`src/rtl/cmul_share_arb.sv`:
```
// cmul_share_arb: shares one complex-multiplier pipeline between two
// AXI-stream requesters. Arbitration is packet-granular round-robin.
// Issue is gated by per-channel credits so every product has FIFO room.
module cmul_share_arb #(
  parameter int DATA_WIDTH    = 16,
  parameter int SCALING_WIDTH = 18,
  parameter int MULT_LATENCY  = 6,
  parameter int FIFO_DEPTH    = 16
) (
  input  logic                      clk,
  input  logic                      reset,
  input  logic [2*DATA_WIDTH-1:0]   s0_adata,
  input  logic [2*DATA_WIDTH-1:0]   s0_bdata,
  input  logic [SCALING_WIDTH-1:0]  s0_scale,
  input  logic                      s0_tvalid,
  input  logic                      s0_tlast,
  output logic                      s0_tready,
  input  logic [2*DATA_WIDTH-1:0]   s1_adata,
  input  logic [2*DATA_WIDTH-1:0]   s1_bdata,
  input  logic [SCALING_WIDTH-1:0]  s1_scale,
  input  logic                      s1_tvalid,
  input  logic                      s1_tlast,
  output logic                      s1_tready,
  output logic [2*DATA_WIDTH-1:0]   m_adata,
  output logic [2*DATA_WIDTH-1:0]   m_bdata,
  output logic [SCALING_WIDTH-1:0]  m_scale,
  output logic                      m_tvalid,
  output logic                      m_tlast,
  input  logic [2*DATA_WIDTH-1:0]   m_pdata,
  output logic [2*DATA_WIDTH-1:0]   o0_pdata,
  output logic                      o0_tvalid,
  output logic                      o0_tlast,
  input  logic                      o0_tready,
  output logic [2*DATA_WIDTH-1:0]   o1_pdata,
  output logic                      o1_tvalid,
  output logic                      o1_tlast,
  input  logic                      o1_tready,
  output logic [1:0]                grant
);

  localparam int SW = 2 * DATA_WIDTH;
  localparam int AW = $clog2(FIFO_DEPTH);
  localparam int CW = AW + 1;
  localparam logic [CW:0] DEPTH_CNT = (CW + 1)'(FIFO_DEPTH);

  typedef enum logic [1:0] {IDLE, CH0, CH1} state_t;

  state_t                   state_q, state_d;
  logic                     rr_q, rr_d;
  logic [CW-1:0]            occ0_q, occ0_d, occ1_q, occ1_d;
  logic [CW-1:0]            inflight0_q, inflight0_d, inflight1_q, inflight1_d;
  logic [AW-1:0]            wr0_q, wr0_d, rd0_q, rd0_d;
  logic [AW-1:0]            wr1_q, wr1_d, rd1_q, rd1_d;
  logic [SW-1:0]            m_adata_q, m_adata_d, m_bdata_q, m_bdata_d;
  logic [SCALING_WIDTH-1:0] m_scale_q, m_scale_d;
  logic                     m_tvalid_q, m_tvalid_d, m_tlast_q, m_tlast_d;
  logic                     m_ch_q, m_ch_d;
  logic [MULT_LATENCY-1:0]  tag_vld_q, tag_vld_d, tag_ch_q, tag_ch_d;
  logic [MULT_LATENCY-1:0]  tag_last_q, tag_last_d;
  logic [SW:0]              mem0 [FIFO_DEPTH];
  logic [SW:0]              mem1 [FIFO_DEPTH];
  logic                     acc0, acc1, push0, push1, pop0, pop1;
  logic                     tag_out_vld, tag_out_ch, tag_out_last;

  // Credit uses registered counts only; a pop in the same cycle is not credited.
  assign s0_tready = (state_q == CH0) &&
                     (({1'b0, occ0_q} + {1'b0, inflight0_q}) < DEPTH_CNT);
  assign s1_tready = (state_q == CH1) &&
                     (({1'b0, occ1_q} + {1'b0, inflight1_q}) < DEPTH_CNT);
  assign acc0 = s0_tvalid && s0_tready;
  assign acc1 = s1_tvalid && s1_tready;

  assign tag_out_vld  = tag_vld_q[MULT_LATENCY-1];
  assign tag_out_ch   = tag_ch_q[MULT_LATENCY-1];
  assign tag_out_last = tag_last_q[MULT_LATENCY-1];
  assign push0 = tag_out_vld && !tag_out_ch;
  assign push1 = tag_out_vld && tag_out_ch;

  assign o0_tvalid = (occ0_q != '0);
  assign o1_tvalid = (occ1_q != '0);
  assign o0_pdata  = o0_tvalid ? mem0[rd0_q][SW-1:0] : '0;
  assign o1_pdata  = o1_tvalid ? mem1[rd1_q][SW-1:0] : '0;
  assign o0_tlast  = o0_tvalid && mem0[rd0_q][SW];
  assign o1_tlast  = o1_tvalid && mem1[rd1_q][SW];
  assign pop0 = o0_tvalid && o0_tready;
  assign pop1 = o1_tvalid && o1_tready;

  assign m_adata  = m_adata_q;
  assign m_bdata  = m_bdata_q;
  assign m_scale  = m_scale_q;
  assign m_tvalid = m_tvalid_q;
  assign m_tlast  = m_tlast_q;
  assign grant    = {state_q == CH1, state_q == CH0};

  // Re-arbitrate when idle or when the owner's last beat is accepted.
  always_comb begin
    state_d = state_q;
    rr_d    = rr_q;
    if ((state_q == IDLE) || (acc0 && s0_tlast) || (acc1 && s1_tlast)) begin
      if (s0_tvalid && s1_tvalid) begin
        state_d = rr_q ? CH1 : CH0;
        rr_d    = ~rr_q;
      end else if (s0_tvalid) begin
        state_d = CH0;
        rr_d    = 1'b1;
      end else if (s1_tvalid) begin
        state_d = CH1;
        rr_d    = 1'b0;
      end else begin
        state_d = IDLE;
      end
    end
  end

  // Capture the accepted beat for the multiplier and shift the channel tag alongside it.
  always_comb begin
    m_adata_d  = m_adata_q;
    m_bdata_d  = m_bdata_q;
    m_scale_d  = m_scale_q;
    m_tlast_d  = m_tlast_q;
    m_ch_d     = m_ch_q;
    m_tvalid_d = acc0 || acc1;
    if (acc0) begin
      m_adata_d = s0_adata;
      m_bdata_d = s0_bdata;
      m_scale_d = s0_scale;
      m_tlast_d = s0_tlast;
      m_ch_d    = 1'b0;
    end else if (acc1) begin
      m_adata_d = s1_adata;
      m_bdata_d = s1_bdata;
      m_scale_d = s1_scale;
      m_tlast_d = s1_tlast;
      m_ch_d    = 1'b1;
    end
    tag_vld_d     = tag_vld_q << 1;
    tag_ch_d      = tag_ch_q << 1;
    tag_last_d    = tag_last_q << 1;
    tag_vld_d[0]  = m_tvalid_q;
    tag_ch_d[0]   = m_ch_q;
    tag_last_d[0] = m_tlast_q;
  end

  // Credit and occupancy bookkeeping plus FIFO pointer movement.
  always_comb begin
    inflight0_d = inflight0_q + CW'(acc0) - CW'(push0);
    inflight1_d = inflight1_q + CW'(acc1) - CW'(push1);
    occ0_d      = occ0_q + CW'(push0) - CW'(pop0);
    occ1_d      = occ1_q + CW'(push1) - CW'(pop1);
    wr0_d       = wr0_q + AW'(push0);
    wr1_d       = wr1_q + AW'(push1);
    rd0_d       = rd0_q + AW'(pop0);
    rd1_d       = rd1_q + AW'(pop1);
  end

  // State registers; reset drops every tag so products still in the multiplier are discarded.
  always_ff @(posedge clk or posedge reset) begin
    if (reset) begin
      state_q     <= IDLE;
      rr_q        <= 1'b0;
      occ0_q      <= '0;
      occ1_q      <= '0;
      inflight0_q <= '0;
      inflight1_q <= '0;
      wr0_q       <= '0;
      wr1_q       <= '0;
      rd0_q       <= '0;
      rd1_q       <= '0;
      m_adata_q   <= '0;
      m_bdata_q   <= '0;
      m_scale_q   <= '0;
      m_tvalid_q  <= 1'b0;
      m_tlast_q   <= 1'b0;
      m_ch_q      <= 1'b0;
      tag_vld_q   <= '0;
      tag_ch_q    <= '0;
      tag_last_q  <= '0;
    end else begin
      state_q     <= state_d;
      rr_q        <= rr_d;
      occ0_q      <= occ0_d;
      occ1_q      <= occ1_d;
      inflight0_q <= inflight0_d;
      inflight1_q <= inflight1_d;
      wr0_q       <= wr0_d;
      wr1_q       <= wr1_d;
      rd0_q       <= rd0_d;
      rd1_q       <= rd1_d;
      m_adata_q   <= m_adata_d;
      m_bdata_q   <= m_bdata_d;
      m_scale_q   <= m_scale_d;
      m_tvalid_q  <= m_tvalid_d;
      m_tlast_q   <= m_tlast_d;
      m_ch_q      <= m_ch_d;
      tag_vld_q   <= tag_vld_d;
      tag_ch_q    <= tag_ch_d;
      tag_last_q  <= tag_last_d;
    end
  end

  // FIFO storage; contents are qualified by occupancy, so no reset is needed.
  always_ff @(posedge clk) begin
    if (push0) mem0[wr0_q] <= {tag_out_last, m_pdata};
    if (push1) mem1[wr1_q] <= {tag_out_last, m_pdata};
  end

endmodule

```
`config.mk`:
```
export PLATFORM = sky130hd
export DESIGN_NAME = cmul_share_arb
export DESIGN_NICKNAME = d
export VERILOG_FILES = /design/src/rtl/cmul_share_arb.sv
export SDC_FILE = /design/constraint.sdc
export NUM_CORES = 1
export LEC_CHECK = 0
export ABC_CLOCK_PERIOD_IN_PS = 5200
export BUFFER_PORTS_ARGS = -buffer_cell sky130_fd_sc_hd__buf_2
export CAP_MARGIN = 5
export CORE_MARGIN = 2
export CORE_UTILIZATION = 60
export DETAILED_ROUTE_END_ITERATION = 7
export GPL_ROUTABILITY_DRIVEN = 0
export PLACE_DENSITY = 0.78
export SETUP_SLACK_MARGIN = 0.4
export SLEW_MARGIN = 5
export SYNTH_ARGS = -nofsm -noshare
export SYNTH_HDL_FRONTEND = slang
export SYNTH_SLANG_ARGS = --single-unit
```
`constraint.sdc`:
```
create_clock -name clk -period 5.2 [get_ports clk]
set_input_delay 0.52 -clock clk [delete_from_list [all_inputs] [get_ports clk]]
set_output_delay 0.52 -clock clk [all_outputs]
set_load 0.01 [all_outputs]
```
==> impl_results.html, run 1 <==
<table>
<tr><th>Metric</th><th>Value</th></tr>
<tr><th colspan="2">Status</th></tr>
<tr><td>Run status</td><td>completed</td></tr>
<tr><th colspan="2">Clock tree</th></tr>
<tr><td>CTS root buf</td><td>clkbuf_16</td></tr>
<tr><td>Count of hold-fix buffers inserted at cts</td><td>1</td></tr>
<tr><td>Clock slew seen by the registers of the worst setup and hold paths</td><td>approximately 0.06 ns</td></tr>
<tr><td># H-tree levels</td><td>3</td></tr>
<tr><td>Clock tree from TritonCTS</td><td>yes</td></tr>
<tr><td>Number of post-CTS setup repair buffers</td><td>0</td></tr>
<tr><td>Clock latency on the worst-skew pair</td><td>0.68 ns</td></tr>
<tr><td>Resize count post-CTS</td><td>0</td></tr>
<tr><td>Total clock buffers created by CTS</td><td>115</td></tr>
<tr><td>Clock Tree Buf Depth</td><td>3</td></tr>
<tr><td>Clock Sink Count</td><td>1198</td></tr>
<tr><th colspan="2">Global route</th></tr>
<tr><td>Initial antenna violation count</td><td>17</td></tr>
<tr><td>GRT overflow</td><td>0</td></tr>
<tr><td>First-pass GRT wire length</td><td>171.3 mm</td></tr>
<tr><td>Aggregate global-route resource usage</td><td>0.2970</td></tr>
<tr><td>Vias in the first global route</td><td>25500</td></tr>
<tr><td>Maximum number of pins on one net before global-route repair</td><td>100</td></tr>
<tr><th colspan="2">STA</th></tr>
<tr><td>Setup repair after global routing missed its margin</td><td>false</td></tr>
<tr><td>Max_slew headroom</td><td>0.2454</td></tr>
<tr><td>Setup total negative slack</td><td>0 ns</td></tr>
<tr><td>Maximum clock skew at final layout</td><td>0.01598 ns</td></tr>
<tr><td>Final setup margin</td><td>about 1.1 ns</td></tr>
<tr><td>Worst hold slack after final layout</td><td>approximately 0.095 ns</td></tr>
<tr><td>Final hold viol count</td><td>0</td></tr>
<tr><td>Clock period minus final worst setup slack</td><td>slightly above 4 ns</td></tr>
<tr><td>Post-route clock period utilization</td><td>0.7964</td></tr>
<tr><td>Final setup violation count</td><td>0</td></tr>
<tr><td>Max Freq</td><td>around 240 MHz</td></tr>
<tr><td>Slew Viols, Final</td><td>0</td></tr>
<tr><td>Slew of the pin with the lowest slew margin</td><td>1.132 ns</td></tr>
<tr><th colspan="2">Detailed routing</th></tr>
<tr><td>Post-detailed-routing wire length</td><td>117.4 mm</td></tr>
<tr><td>Ratio of routed vias to standard cells</td><td>~6.4</td></tr>
<tr><td>Number of vias in the routed layout</td><td>23870</td></tr>
<tr><td>DRC violations left</td><td>0</td></tr>
<tr><td>Detailed-route wire length per cell</td><td>31.50 um</td></tr>
<tr><td>Drt initial violations</td><td>~2700</td></tr>
<tr><td>Remaining antenna violation count</td><td>0</td></tr>
<tr><td>Number of iterations in the first detailed-routing pass</td><td>5</td></tr>
<tr><th colspan="2">Die</th></tr>
<tr><td>Die X-Extent</td><td>283.1 um</td></tr>
<tr><td>Die Height</td><td>around 280 um</td></tr>
<tr><td>Num rows</td><td>102</td></tr>
<tr><td>Core Box Area</td><td>0.07734 mm2</td></tr>
<tr><td>Initial core utilization</td><td>0.6043</td></tr>
<tr><td>I/O pin count</td><td>360</td></tr>
<tr><td>Total Die Area</td><td>around 0.080 mm2</td></tr>
<tr><th colspan="2">Layout</th></tr>
<tr><td>Fin util</td><td>0.6965</td></tr>
<tr><td>Share of final-layout standard cells stronger than drive strength 1</td><td>0.3550</td></tr>
<tr><td>Cell area after layout</td><td>0.05387 mm2</td></tr>
<tr><td>Area growth syn-to-layout</td><td>15.27%</td></tr>
<tr><td>Number of inserted filler cells in the final layout</td><td>4570</td></tr>
<tr><td>Total Nets Final</td><td>between 2000 and 3000</td></tr>
<tr><th colspan="2">Worst hold path</th></tr>
<tr><td>Worst min-delay path category</td><td>in2reg</td></tr>
<tr><th colspan="2">Critical path</th></tr>
<tr><td>Crit Path Max Fanout</td><td>39</td></tr>
<tr><td>Critical Path Most Common Cell</td><td>mux4_2</td></tr>
<tr><td>Delay contributed by the slowest stage of the critical path</td><td>0.98 ns</td></tr>
<tr><td>Data arrival time of the worst path</td><td>3.62 ns</td></tr>
<tr><td>CP max-delay cell</td><td>dfrtp_4</td></tr>
<tr><td>R2R setup slack</td><td>around 1.7 ns</td></tr>
<tr><td>Critical path buffer and inverter count</td><td>2</td></tr>
<tr><td>Cell chain of the critical path</td><td>buf_4, mux4_2, mux4_2, and2_1, buf_2</td></tr>
<tr><td>Critical Path RT</td><td>roughly 4.7 ns</td></tr>
<tr><td>Cell family with most CP delay</td><td>multiplexers</td></tr>
<tr><td>Start-to-end type of the worst setup path</td><td>reg2out</td></tr>
<tr><td>Sort of element at the start of the critical path</td><td>flop</td></tr>
<tr><td>Capturing element type of the critical path</td><td>output port</td></tr>
<tr><th colspan="2">Yosys</th></tr>
<tr><td>Post-synthesis instance area</td><td>0.04673 mm2</td></tr>
<tr><td>Net Count, Synth</td><td>between 2000 and 2500</td></tr>
<tr><td>Post-synthesis average cell area</td><td>21.61 um2</td></tr>
<tr><td>Number of warning messages in the yosys log</td><td>0</td></tr>
<tr><td>Share of Yosys cell area claimed by the top area cell type</td><td>0.6786</td></tr>
<tr><td>Post-synth top area cell</td><td>edfxtp_1</td></tr>
<tr><td>Cell types occupying the most area after synthesis</td><td>edfxtp_1 68%, mux4_2 16%, dfrtp_1 7.6%</td></tr>
<tr><td>Proportion of synthesized chip area in sequential cells</td><td>0.7546</td></tr>
<tr><td>Cell variety after synth</td><td>37</td></tr>
<tr><td>Post-synthesis instance total</td><td>2163</td></tr>
<tr><td>Post-synthesis register bit count</td><td>1198</td></tr>
<tr><th colspan="2">Placement</th></tr>
<tr><td>Setup slack after placement</td><td>1.661 ns</td></tr>
<tr><td>Standard cell area after detailed placement</td><td>0.04999 mm2</td></tr>
<tr><td>Port Buf Inserts</td><td>359</td></tr>
<tr><td>Post-DP HPWL</td><td>around 62 mm</td></tr>
<tr><th colspan="2">Flow run</th></tr>
<tr><td># Max-Cap Violations</td><td>0</td></tr>
<tr><th colspan="2">Power and ir drop</th></tr>
<tr><td>Pleak</td><td>18.92 nW</td></tr>
<tr><td>Maximum vdd drop</td><td>0.0003543 V</td></tr>
<tr><td>Ratio of total power to cell area</td><td>between 500 and 600 mW/mm2</td></tr>
</table>
-- per-stage QoR --
step                std cells  total power [W]
floorplan                2163          0.01777
global placement         3500          0.02017
detailed placement       3500          0.02044
CTS                      3716          0.02910
global route             3724          0.03003
finish                   3727          0.02892
-- where the power goes --
group	switching, W	internal (W)
Sequential	0.000900	0.0112
Combinational	0.00403	0.00427
Clock	0.00359	0.00496
Total	0.00852	0.0204
-- metal layers --
metal	track usage	part of all wire
met3	0.06506	0.099
met5	0	0.00023
met2	0.4996	0.52
met4	0.1284	0.039
met1	0.3777	0.35
-- cells in the mapped netlist --
library cell and instances:
a21boi_1 1, buf_4 1, a211oi_1 1, nor2b_1 4
a21o_1 8, buf_2 20, nor4b_2 2, clkbuf_1 53
and2_1 67, ha_1 38, a21oi_1 91, mux2i_1 82
mux4_2 330, fa_1 4, o21ai_1 1, buf_6 17
o221ai_1 2, buf_1 21, nand3_1 9, edfxtp_1 1056
nand2_1 10, inv_1 37, nand3b_1 2, or3_1 2
a2111o_1 1, clkinv_1 1, o221a_1 1, and4_1 3
nor3_1 8, nor2_1 113, xnor2_1 17, nand2b_1 6
dfrtp_1 142, nor4b_1 2, xor2_1 7, a32o_1 2
o21ai_0 1
-- worst reg2reg max path, stage by stage, from the launching register on --
cell and delay (ns):
dfrtp_1 0.42, ha_1 0.32, nor4b_2 0.44, nand3_4 0.55, ha_1 0.52, inv_1 0.04, ha_1 0.20, fa_1 0.44
a21o_1 0.19, a21oi_1 0.17, xnor2_1 0.13
-- sequential cells by signal (all words and copies together), names as in the netlist, 5 cells and up --
name,flops
inflight0_q,5
mem1,528
m_scale,18
m_bdata,32
inflight1_q,5
tag_ch_q,6
tag_last_q,6
mem0,528
occ1_q,5
m_adata,32
occ0_q,5
tag_vld_q,6
-- cell families after synthesis --
group,synth area share
flops,0.7546
mux,0.1766
simple gates,0.02418
buf+inv,0.01539
compound gates,0.01285
fa+ha+maj,0.01189
xor+xnor,0.004498
-- worst paths after layout --
| check | end | start | cells after the start |
|---|---|---|---|
| worst min-delay path | m_bdata[5] | s0_bdata[5] | 3 |
| worst max-delay path | o0_pdata[1] | rd0_q[0] | 5 |
| min in group asynchronous | m_adata[8] | reset | 3 |
| worst min register to register | tag_ch_q[5] | tag_ch_q[4] | 0 |
| max in group asynchronous | rd0_q[0] | reset | 4 |
| worst max register to register | inflight1_q[4] | occ1_q[4] | 10 |
-- final cells by class --
cell class / count / area [um2] / share of cell area
timing repair buffer: 410 / 2257 / 0.04190
inverter: 38 / 147.6 / 0.002741
antenna: 11 / 27.53 / 0.0005110
multi-input combinational: 815 / 11010 / 0.2043
clock inverter: 66 / 738.2 / 0.01370
tap: 1040 / 1301 / 0.02416
clock buffer: 149 / 3108 / 0.05769
sequential: 1198 / 35280 / 0.6550
-- cell usage in the layout (no fill, tap or decap), drive strengths merged, types with 17 or more instances in the layout --
cell type and count:
xnor2 17, mux4 330, nor2 113, clkbuf 149, mux2i 82, dfrtp 142
clkinv 43, buf 409, and2 67, inv 40, ha 38, a21oi 91
edfxtp 1056
Note: power is estimated with default switching activity, not from simulation.
==> run 2, diff against run 1 <==
--- a/config.mk
+++ b/config.mk
@@ -5,7 +5,8 @@
 export SDC_FILE = /design/constraint.sdc
 export NUM_CORES = 1
 export LEC_CHECK = 0
-export ABC_CLOCK_PERIOD_IN_PS = 5200
+export ABC_AREA = 1
+export ABC_CLOCK_PERIOD_IN_PS = 3990
 export BUFFER_PORTS_ARGS = -buffer_cell sky130_fd_sc_hd__buf_2
 export CAP_MARGIN = 5
 export CORE_MARGIN = 2
==> constraint.sdc (replaced) <==
create_clock -name clk -period 3.99 [get_ports clk]
set_input_delay 0.399 -clock clk [delete_from_list [all_inputs] [get_ports clk]]
set_output_delay 0.399 -clock clk [all_outputs]
set_load 0.01 [all_outputs]
==> impl_results.html, run 2 <==
<table>
<tr><th>Metric</th><th>Value</th></tr>
<tr><th colspan="2">Status</th></tr>
<tr><td>Run status</td><td>completed</td></tr>
<tr><th colspan="2">Critical path</th></tr>
<tr><td>Critical Path RT</td><td>3.59 ns (-1.09 ns)</td></tr>
<tr><td>Data arrival time of the worst path</td><td>3.10 ns (-0.52 ns)</td></tr>
<tr><td>Capturing element type of the critical path</td><td>output port</td></tr>
<tr><td>Crit Path Max Fanout</td><td>69 (+77%)</td></tr>
<tr><td>Start-to-end type of the worst setup path</td><td>reg2out</td></tr>
<tr><td>Sort of element at the start of the critical path</td><td>flop</td></tr>
<tr><th colspan="2">Placement</th></tr>
<tr><td>Port Buf Inserts</td><td>359 (unchanged)</td></tr>
<tr><td>Setup slack after placement</td><td>1.108 ns (-0.5525 ns)</td></tr>
<tr><td>Placed Cells</td><td>4963 (+42%)</td></tr>
<tr><td>Post-DP HPWL</td><td>67.85 mm (+9.5%)</td></tr>
<tr><th colspan="2">Die</th></tr>
<tr><td>Num rows</td><td>103 (+0.98%)</td></tr>
<tr><td>Die Height</td><td>287.1 um (+1.4%)</td></tr>
<tr><td>Die X-Extent</td><td>287.1 um (+1.4%)</td></tr>
<tr><td>Total Die Area</td><td>0.08241 mm2 (+2.8%)</td></tr>
<tr><td>Initial core utilization</td><td>0.6076 (+0.003383)</td></tr>
<tr><td>I/O pin count</td><td>360 (unchanged)</td></tr>
<tr><td>Core Box Area</td><td>0.07913 mm2 (+2.3%)</td></tr>
<tr><th colspan="2">Yosys</th></tr>
<tr><td>Post-synth top area cell</td><td>edfxtp_1</td></tr>
<tr><td>Number of flops mapped to enable cells by yosys</td><td>1056 (unchanged)</td></tr>
<tr><td>Commonest register cell after synthesis</td><td>edfxtp_1</td></tr>
<tr><td>Post-synthesis register bit count</td><td>1198 (unchanged)</td></tr>
<tr><td>Cell variety after synth</td><td>35 (-5.4%)</td></tr>
<tr><td>Leading post-synthesis cells by instance count</td><td>1056 x edfxtp_1, 658 x nor2_1, 518 x o21ai_0</td></tr>
<tr><td>Cell with the most instances after synthesis</td><td>edfxtp_1</td></tr>
<tr><td>Share of Yosys cell area claimed by the top area cell type</td><td>0.6595 (-0.01904)</td></tr>
<tr><td>Post-synthesis instance total</td><td>3735 (+73%)</td></tr>
<tr><td>Net Count, Synth</td><td>3981 (+65%)</td></tr>
<tr><td>Async set-reset flop share out of synthesis</td><td>0.1185 (unchanged)</td></tr>
<tr><td>Proportion of synthesized chip area in sequential cells</td><td>0.7334 (-0.02117)</td></tr>
<tr><td>Post-synthesis instance area</td><td>0.04808 mm2 (+2.9%)</td></tr>
<tr><td>Number of warning messages in the yosys log</td><td>0 (unchanged)</td></tr>
<tr><td>Post-synthesis average cell area</td><td>12.87 um2 (-40%)</td></tr>
<tr><td>Cell types occupying the most area after synthesis</td><td>edfxtp_1 66%, dfrtp_1 7.4%, o21ai_0 5.4%</td></tr>
<tr><th colspan="2">Power and ir drop</th></tr>
<tr><td>Maximum vdd drop</td><td>0.0005881 V (+66%)</td></tr>
<tr><td>Power Total</td><td>0.03824 W (+32%)</td></tr>
<tr><td>Ratio of total power to cell area</td><td>689.9 mW/mm2 (+28%)</td></tr>
<tr><td>Pleak</td><td>19.77 nW (+4.5%)</td></tr>
<tr><th colspan="2">Detailed routing</th></tr>
<tr><td>Drt initial violations</td><td>3970 (+46%)</td></tr>
<tr><td>Number of vias in the routed layout</td><td>32830 (+38%)</td></tr>
<tr><td>Ratio of routed vias to standard cells</td><td>6.246 (-2.5%)</td></tr>
<tr><td>Detailed-route wire length per cell</td><td>23.82 um (-24%)</td></tr>
<tr><td>DRC violations left</td><td>0 (unchanged)</td></tr>
<tr><td>Remaining antenna violation count</td><td>0 (unchanged)</td></tr>
<tr><td>Number of iterations in the first detailed-routing pass</td><td>6 (+1)</td></tr>
<tr><td>Post-detailed-routing wire length</td><td>125.2 mm (+6.7%)</td></tr>
<tr><th colspan="2">STA</th></tr>
<tr><td>Slew of the pin with the lowest slew margin</td><td>0.9793 ns (-0.1525 ns)</td></tr>
<tr><td>Final hold viol count</td><td>0 (unchanged)</td></tr>
<tr><td>Setup repair after global routing missed its margin</td><td>false</td></tr>
<tr><td>Setup total negative slack</td><td>0 ns (unchanged)</td></tr>
<tr><td>Slew Viols, Final</td><td>0 (unchanged)</td></tr>
<tr><td>Final setup violation count</td><td>0 (unchanged)</td></tr>
<tr><td>Final setup margin</td><td>0.4864 ns (-0.5724 ns)</td></tr>
<tr><td>Clock period minus final worst setup slack</td><td>3.504 ns</td></tr>
<tr><td>Maximum clock skew at final layout</td><td>0.02511 ns (+0.009132 ns)</td></tr>
<tr><td>Max Freq</td><td>285.4 MHz</td></tr>
<tr><td>Post-route clock period utilization</td><td>0.8781</td></tr>
<tr><td>Max_slew headroom</td><td>0.3464 (+0.1010)</td></tr>
<tr><th colspan="2">Layout</th></tr>
<tr><td>Top library cells by usage in the layout, fill and taps aside</td><td>1056 x edfxtp_1, 632 x nor2_1, 518 x o21ai_0</td></tr>
<tr><td>Registers with the most flip-flops</td><td>mem0: 528 flops, mem1: 528 flops</td></tr>
<tr><td>Area growth syn-to-layout</td><td>15.30% (about the same)</td></tr>
<tr><td>Share of final-layout standard cells stronger than drive strength 1</td><td>0.1602 (-0.1949)</td></tr>
<tr><td>Total Nets Final</td><td>4355 (+54%)</td></tr>
<tr><td>Filler-free cell count of the finished design</td><td>5256 (+41%)</td></tr>
<tr><td>Most frequent standard cell in the layout excluding fill and tap cells</td><td>edfxtp_1</td></tr>
<tr><td>Fin util</td><td>0.7006 (+0.004031)</td></tr>
<tr><th colspan="2">Global route</th></tr>
<tr><td>Vias in the first global route</td><td>32210 (+26%)</td></tr>
<tr><td>Maximum number of pins on one net before global-route repair</td><td>167 (+67%)</td></tr>
<tr><td>Initial antenna violation count</td><td>12 (-5)</td></tr>
<tr><td>First-pass GRT wire length</td><td>188.0 mm (+9.7%)</td></tr>
<tr><td>GRT overflow</td><td>0 (unchanged)</td></tr>
<tr><td>Aggregate global-route resource usage</td><td>0.3015 (+0.004519)</td></tr>
<tr><th colspan="2">Clock tree</th></tr>
<tr><td>Clock Tree Buf Depth</td><td>3 (unchanged)</td></tr>
<tr><td># H-tree levels</td><td>3 (unchanged)</td></tr>
<tr><td>Total clock buffers created by CTS</td><td>113 (-1.7%)</td></tr>
<tr><td>Clock slew seen by the registers of the worst setup and hold paths</td><td>0.06 ns (about the same)</td></tr>
<tr><td>Clock Sink Count</td><td>1198 (unchanged)</td></tr>
<tr><td>CTS root buf</td><td>clkbuf_16</td></tr>
<tr><td>Clock tree from TritonCTS</td><td>yes</td></tr>
<tr><td>Clock latency on the worst-skew pair</td><td>0.69 ns (about the same)</td></tr>
<tr><th colspan="2">Worst hold path</th></tr>
<tr><td>Worst min-delay path category</td><td>in2reg</td></tr>
<tr><th colspan="2">Flow run</th></tr>
<tr><td># Max-Cap Violations</td><td>0 (unchanged)</td></tr>
</table>
[run 2: timing repair]
item	4_1_cts	5_1_grt
gates resized for setup	2	8
hold buffers	77	0
endpoints found under the setup margin	3	23
endpoints found under the hold margin	83	0
buffers inserted	0	4
[run 2: per-stage QoR]
stage	hold WS (ns)	instance area [um2]
5_1_grt	0.03735	55430
3_5_place_dp	0.3347	51160
4_1_cts	0.003884	55340
6_report	0.03300	55440
2_1_floorplan	0.3312	48080
3_3_place_gp	0.3329	51160
[run 2: worst paths after layout]
| path | start | endpoint | slack, ns | depth (start not counted) |
|---|---|---|---|---|
| max | rd0_q[2] | o0_pdata[20] | 0.49 | 4 |
| min | s0_bdata[3] | m_bdata[3] | 0.03 | 3 |
| max reg2reg | occ0_q[1] | m_adata[9] | 1.09 | 15 |
| min reg2reg | tag_last_q[0] | tag_last_q[1] | 0.34 | 0 |
| max in group asynchronous | reset | rd1_q[0] | 2.76 | 4 |
| min in group asynchronous | reset | m_bdata[20] | 0.20 | 3 |
[run 2: power breakdown]
part,total [W],internal [W],switching [W]
registers,0.0151,0.0145,0.000676
logic,0.0130,0.00428,0.00877
clock network,0.0101,0.00558,0.00447
[run 2: area by class of cell]
type | instances | area [um2]
flip-flops and latches | 1198 | 35290
fillers | 5136 | 23690
multi-input cells | 2126 | 11270
repair buffers | 517 | 3531
clock buffers | 145 | 2948
well taps | 1050 | 1314
inverters | 153 | 605.6
clock inverters | 57 | 457.9
diodes | 10 | 25.02
[run 2: metal layers]
layer | track usage | vias up | part of all wire
li1 | - | 14450 | -
met1 | 0.4008 | 15980 | 0.36
met2 | 0.4907 | 2080 | 0.49
met3 | 0.05151 | 319 | 0.10
met4 | 0.1410 | 0 | 0.043
met5 | 0 | - | 0
[run 2: logic make-up (layout without fill, tap and decap cells)]
logic type	count (synthesis)	in the layout	synth area share
AOI/OAI and AO/OA	1032	1032	0.1295
xor gates and xnor gates	24	24	0.004372
adders and majority gates	42	42	0.01155
buffers and inverters	411	872	0.03729
DFF	1198	1198	0.7334
other	0	10	0
and+or+nand+nor	1028	1028	0.08385
[run 2: critical path: stages, from the launching register on]
cell,delay (ns)
dfrtp_4,0.73
buf_4,0.79
o211ai_1,0.24
a21oi_1,0.43
buf_2,0.22
